[config.mk]
export PLATFORM = sky130hd
export DESIGN_NAME = shift_seq_ctrl
export DESIGN_NICKNAME = d
export VERILOG_FILES = /design/src/rtl/shift_seq_ctrl.sv
export SDC_FILE = /design/constraint.sdc
export NUM_CORES = 1
export LEC_CHECK = 0
export ABC_AREA = 1
export BUFFER_PORTS_ARGS = -buffer_cell sky130_fd_sc_hd__clkbuf_2
export CELL_PAD_IN_SITES_DETAIL_PLACEMENT = 0
export CELL_PAD_IN_SITES_GLOBAL_PLACEMENT = 2
export CORE_MARGIN = 5
export CORE_UTILIZATION = 25
export DETAILED_ROUTE_END_ITERATION = 7
export PLACE_DENSITY = 0.85
export SETUP_SLACK_MARGIN = 0.4
export SYNTH_ARGS = -nofsm -noshare
export SYNTH_HDL_FRONTEND = slang
export SYNTH_SLANG_ARGS = --single-unit
[constraint.sdc]
create_clock -name CLK -period 2.82 [get_ports CLK]
set_input_delay 0.141 -clock CLK [delete_from_list [all_inputs] [get_ports CLK]]
set_output_delay 0.141 -clock CLK [all_outputs]
set_load 0.01 [all_outputs]
[src/rtl/shift_seq_ctrl.sv]
// Serial loader for an external shift register: shifts a word MSB first, then holds it for a consumer.
// Define SHIFT_SEQ_CHECK_EN to add the CHECK state that compares the register readback against the word.
module shift_seq_ctrl #(
  parameter int WIDTH = 4
) (
  input  logic             CLK,
  input  logic             RST,
  input  logic [WIDTH-1:0] in_data,
  input  logic             in_valid,
  output logic             in_ready,
  output logic             sr_d,
  output logic             sr_shift,
  input  logic [WIDTH-1:0] sr_bits,
  output logic [WIDTH-1:0] out_data,
  output logic             out_valid,
  input  logic             out_ready,
  output logic             out_err,
  output logic             busy
);

  localparam int CW = $clog2(WIDTH);

`ifdef SHIFT_SEQ_CHECK_EN
  typedef enum logic [1:0] {IDLE = 2'd0, SHIFT = 2'd1, CHECK = 2'd2, HOLD = 2'd3} state_t;
`else
  typedef enum logic [1:0] {IDLE = 2'd0, SHIFT = 2'd1, HOLD = 2'd3} state_t;
`endif

  state_t           state_reg, state_next;
  logic [CW-1:0]    cnt_reg, cnt_next;
  logic [WIDTH-1:0] word_reg, word_next;
  logic [WIDTH-1:0] out_data_reg, out_data_next;
  logic             out_err_reg, out_err_next;
  logic [WIDTH-1:0] word_rev;

  // Bit-reversed copy lets the counter index the word MSB first directly.
  for (genvar gi = 0; gi < WIDTH; gi++) begin : g_rev
    assign word_rev[gi] = word_reg[WIDTH-1-gi];
  end

`ifndef SHIFT_SEQ_CHECK_EN
  logic unused_sr_bits;
  assign unused_sr_bits = ^sr_bits;
`endif

  always_ff @(posedge CLK) begin
    if (RST) begin
      state_reg    <= IDLE;
      cnt_reg      <= '0;
      word_reg     <= '0;
      out_data_reg <= '0;
      out_err_reg  <= 1'b0;
    end else begin
      state_reg    <= state_next;
      cnt_reg      <= cnt_next;
      word_reg     <= word_next;
      out_data_reg <= out_data_next;
      out_err_reg  <= out_err_next;
    end
  end

  always_comb begin
    state_next    = state_reg;
    cnt_next      = cnt_reg;
    word_next     = word_reg;
    out_data_next = out_data_reg;
    out_err_next  = out_err_reg;
    in_ready      = 1'b0;
    sr_shift      = 1'b0;
    sr_d          = 1'b0;
    out_valid     = 1'b0;
    case (state_reg)
      IDLE: begin
        in_ready = 1'b1;
        if (in_valid) begin
          word_next    = in_data;
          cnt_next     = '0;
          out_err_next = 1'b0;
          state_next   = SHIFT;
        end
      end
      SHIFT: begin
        sr_shift = 1'b1;
        sr_d     = word_rev[cnt_reg];
        // Counter parks on the last index rather than wrapping.
        if (cnt_reg == CW'(WIDTH - 1)) begin
`ifdef SHIFT_SEQ_CHECK_EN
          state_next = CHECK;
`else
          out_data_next = word_reg;
          state_next    = HOLD;
`endif
        end else begin
          cnt_next = cnt_reg + CW'(1);
        end
      end
`ifdef SHIFT_SEQ_CHECK_EN
      CHECK: begin
        out_data_next = sr_bits;
        out_err_next  = (sr_bits != word_reg);
        state_next    = HOLD;
      end
`endif
      HOLD: begin
        out_valid = 1'b1;
        if (out_ready) begin
          state_next = IDLE;
        end
      end
      default: state_next = IDLE;
    endcase
  end

  assign out_data = out_data_reg;
  assign out_err  = out_err_reg;
  assign busy     = (state_reg != IDLE);

endmodule

==> impl_metrics.toml, run 1 <==
[clock_network]
cts_resized = 0
cts_num_sinks = 12
ctsHoldBuffers = 0
tritoncts = "done"
root_buffer = "clkbuf_4"
cts_buffer_depth = 2
cts_made_buffers = 3
post-cts-setup-buffers = 0
clk_pin_slew_ns = 0.07
clkLatencyLatePin_ns = 0.27
h-tree-depth = 1

[worst_setup_path]
crit_fanout = 6
cpMaxStageDelayCell = "dfxtp_1"
cp_data_required_time_ns = 2.68
start_kind = "flop"
crit_chain = "nand2_2 -> a21oi_1 -> clkbuf_2"
cp_num_buf_inv = 1
critical_path_class = "flop to output pin"
crit_path_max_incr_delay_ns = 0.49
critical_path.top_delay_family = "flip-flops"
critPathArrivalTime_ns = 1.15
crit_path_end_kind = "output pin"

[detailed_routing]
via_per_inst = 4.008
first_iter_violations = 5
dr.pass1.iters = 4
dr_total_vias = 513
antenna_left = 0
drt_wl_total_um = 1159
wl_per_cell_um = 9.055
route.detailed.drc = 0

[pwr]
power.leakage_nw = 0.3688
power.density_nw_per_um2 = 535.4
ir_worst_vdd_uv = 199.0

[logic_synthesis]
syn_avg_cell_area_sq_um = 7.080
syn_nets = 95
syn_inst = 82
ys_seq_area_share_pct = 41.38
synthesis.area_sq_um = 580.6
ys_seq_elements = 12
synth_area_leaders = "dfxtp_1 (41%), nor2_1 (12%), o21ai_1 (7.8%)"
yosys.cell_types.count = 18
yosysTopAreaCell = "dfxtp_1"
ys.warnings.count = 0
synth.top_cell.area_share_pct = 41.38

[global_route]
overflow = 0
grt_pass1_vias = 470
grt_max_degree = 12
grt_pass1_wl_um = 1959
grtUsageTotal_pct = 7.963
antenna_found_initial = 0

[sta]
final_max_slew_viol_count = 0
hold_viol = 0
setup_viol = 0
fmax_ghz = 0.7750
timing.final.crit_share_pct = 45.76
setup_tns_ns = 0
fin_worst_skew_ns = 0.002013
rsz0062_at_grt = "false"
fin_crit_ns = 1.290
fin_ws_ns = 1.530
timing.hold.ws_ns = 0.1024

[cells_and_area]
layout_common_cells = "nor2_1 (19), clkbuf_2 (16), dfxtp_1 (12)"
layout-drive-gt1-share_pct = 33.00
multi_input_area_sq_um = 280.3
seq_area_sq_um = 240.2
syn_to_final_growth_pct = 23.92
num-fill-cells = 265
num_antenna_cells = 0
nets = 114
final_common_cell = "nor2_1"

[run_status]
run_status = "complete, no violations"

[floorplanning]
start_util_pct = 26.24
core_sq_um = 2212
rows = 17
dieArea_sq_um = 3386
die_h_um = 58.19
top_level_ports = 22
fp.dieW_um = 58.19

[placement]
pre_cts_ws_ns = 1.614
dp_hpwl_um = 945
io_buffers = 16
gp_congestion = 0.7147

[hold_path]
hold_path.class = "input pin to flop"

[run]
maxCapViolations = 0
-- tightest hold or removal path, delay by kind of cell --
family | cells | cell delay [ns]
AOI/OAI and AO/OA | 1 | 0.06
buffers and inverters | 1 | 0.07
and+or+nand+nor | 1 | 0.07
-- power breakdown --
part / internal [mW] / leakage, nW / switching [mW]
sequential: 0.179 / 0.0984 / 0.0106
clock: 0.0784 / 0.0210 / 0.0566
combinational: 0.0247 / 0.249 / 0.0356
total: 0.282 / 0.369 / 0.103
-- cells in the mapped netlist (all sizes together) --
master and count:
conb 1, nand3b 1, dfxtp 12, nand2 15, ha 1, inv 11
buf 2, nor2 22, o21ai 9, clkinv 1, nand3 2, a21oi 5
-- cells by family after synthesis --
family | synth area share, %
adder cells (fa/ha/maj) | 2.155
buffers and inverters | 10.35
AND/OR/NAND/NOR | 33.41
other | 0.6459
flip-flops | 41.38
AO/OA/AOI/OAI | 12.07
-- worst paths after layout --
check | slack [ns] | cells past startpoint | from | end
setup / recovery | 1.53 | 3 | state_reg[0] | sr_d
hold / removal | 0.10 | 3 | in_data[2] | word_reg[2]
setup reg to reg | 1.61 | 6 | cnt_reg[0] | out_data[0]
hold reg to reg | 0.51 | 2 | out_data[1] | out_data[1]
-- area by class of cell --
class / instances / share of cell area (%)
multi-input combinational: 56 / 38.96
sequential: 12 / 33.39
timing repair buffer: 16 / 11.13
inverter: 12 / 6.609
clock buffer: 4 / 5.043
tap: 28 / 4.870
-- per-layer routing --
layer | global-route usage, % | routed length, um
met1 | 9.454 | 556
met2 | 11.61 | 526
met3 | 2.895 | 62
met4 | 5.960 | 13
met5 | 0 | 0
-- per-stage QoR --
step	power, mW	area [sq um]	util [%]	std cells
after floorplan	0.2369	580.6	-	82
after global placement	0.2551	683.2	30.88	124
after detailed placement	0.2558	683.2	30.88	124
after CTS	0.3927	719.4	32.52	128
after global routing	0.4121	719.4	32.52	128
final	0.3852	719.4	32.52	128
No activity file was read; power rests on OpenSTA's default activity.
==> run 2: changes to the inputs <==
Settings changed: CORE_UTILIZATION 25 to 24, PLACE_DENSITY 0.85 to 0.82.
Clock period 2.82 ns to 1.25 ns, I/O delays scaled along.
==> run 2 against run 1 <==
Against the previous run:
- utilization rose by 10 points
- hold slack lost 0.074 ns
- first-iteration DRC count fell by 60%
- largest cell class unchanged
- largest power group unchanged
==> impl_metrics.toml, run 2 (synthesis results as in run 1) <==
[cells_and_area]
final_common_cell = "nor2_1"
layout_common_cells = "nor2_1 (17), clkbuf_2 (13), nand2_1 (10)"
syn_to_final_growth_pct = 65.95
utilization_pct = 42.73
nets = 127
layout-drive-gt1-share_pct = 61.95
num_antenna_cells = 0

[sta]
fin_crit_ns = 1.158
setup_viol = 0
rsz0062_at_grt = "true"
final_max_slew_viol_count = 0
timing.hold.ws_ns = 0.02813
timing.final.crit_share_pct = 92.64
setup_tns_ns = 0
fin_worst_skew_ns = 0.003002
fmax_ghz = 0.8636
hold_viol = 0
fin_ws_ns = 0.09205

[pwr]
combinationalPowerShare_pct = 23.5
ir_worst_vdd_uv = 354.7
switching_share_pct = 27.98
internal_power_uw = 696.1
power.total_uw = 966.5
clockPowerShare_pct = 31.7
power.leakage_nw = 0.4589
power.switching_uw = 270.4
power.density_nw_per_um2 = 1003
power_frac_seq_pct = 44.8

[clock_network]
cts_num_sinks = 12
clk_pin_slew_ns = 0.08
cts_buffer_depth = 2
tritoncts = "done"
clkLatencyLatePin_ns = 0.27
cts_made_buffers = 3
ctsHoldBuffers = 0
h-tree-depth = 1
root_buffer = "clkbuf_4"

[placement]
io_buffers = 16
gp_congestion = 0.7314
dp_hpwl_um = 990.2
pre_cts_ws_ns = 0.1746

[global_route]
grtUsageMet1_pct = 9.987
antenna_found_initial = 0
grt_pass1_vias = 555
top_usage_layer = "met2"
use_met2_pct = 14.66
grtUsageTotal_pct = 9.273
grt_use_met3_pct = 2.832
grt_max_degree = 12
overflow = 0
grt_pass1_wl_um = 2394

[detailed_routing]
drt_wl_total_um = 1359
dr_total_vias = 597
antenna_left = 0
wl_per_cell_um = 9.638
via_per_inst = 4.234
first_iter_violations = 2
route.detailed.drc = 0
dr.pass1.iters = 4

[run_status]
run_status = "complete, no violations"

[worst_setup_path]
critical_path_class = "flop to output pin"
cpMaxStageDelayCell = "dfxtp_4"
critPathArrivalTime_ns = 1.10
crit_path_end_kind = "output pin"
start_kind = "flop"
crit_fanout = 4
crit_chain = "inv_4 -> nand2_1 -> nand2_1 -> nand2_1 -> a21oi_2 -> buf_2"
cp_common_cell = "nand2_1"
crit_path_max_incr_delay_ns = 0.36
cp_num_buf_inv = 2
cp_data_required_time_ns = 1.19
critical_path.top_delay_family = "flip-flops"

[run]
maxCapViolations = 0

[hold_path]
hold_path.class = "input pin to flop"

[floorplanning]
fp.dieW_um = 59.19
die_h_um = 59.19
dieArea_sq_um = 3503
start_util_pct = 25.75
core_sq_um = 2255
rows = 17
top_level_ports = 22
==> run 2: layout make-up <==
| type | count | area, sq um |
|---|---|---|
| Timing Repair Buffer | 29 | 216.5 |
| Sequential cell | 12 | 256.5 |
| Fill cell | 225 | 1291 |
| Tap cell | 28 | 35.03 |
| Multi-Input combinational cell | 56 | 359.1 |
| Inverter | 12 | 60.06 |
| Clock buffer | 4 | 36.28 |
==> run 2: worst paths after layout <==
kind	startpoint	end	slack, ns	depth (start not counted)
max	cnt_reg[0]	sr_d	0.09	6
min	in_data[2]	word_reg[2]	0.03	3
max reg2reg	cnt_reg[0]	out_data[1]	0.10	7
min reg2reg	word_reg[3]	word_reg[3]	0.49	2
==> run 2: routing by layer <==
layer | part of all wire [%] | up-vias | wire, um
li1 | - | 318 | -
met1 | 41 | 263 | 561
met2 | 49 | 12 | 669
met3 | 5.6 | 4 | 76
met4 | 3.8 | 0 | 52
met5 | 0 | - | 0
==> run 2: through the flow <==
stage / instance area, sq um / cells
5_1_grt: 963.4 / 141
2_1_floorplan: 610.6 / 82
3_5_place_dp: 713.2 / 124
3_3_place_gp: 713.2 / 124
6_report: 963.4 / 141
4_1_cts: 888.4 / 138
==> run 2: what timing repair did <==
action / CTS / global route
setup buffers: 10 / 3
pin swaps: 7 / 10
endpoints found under the hold margin: 0 / 0
endpoints found under the setup margin: 17 / 18
gates resized for setup: 18 / 18
==> run 2: worst min-delay path, cell delays in order <==
cell and delay, ns:
clkbuf_2 0.09, o21ai_2 0.05, nor2_1 0.07
==> run 2: power groups by stage <==
stage | Clock (mW) | Sequential [mW] | Combinational, mW
2_1_floorplan | 0 | 0.439 | 0.108
3_5_place_dp | 0 | 0.444 | 0.146
5_1_grt | 0.338 | 0.437 | 0.250
4_1_cts | 0.320 | 0.432 | 0.203
6_report | 0.307 | 0.433 | 0.227
3_3_place_gp | 0 | 0.443 | 0.144
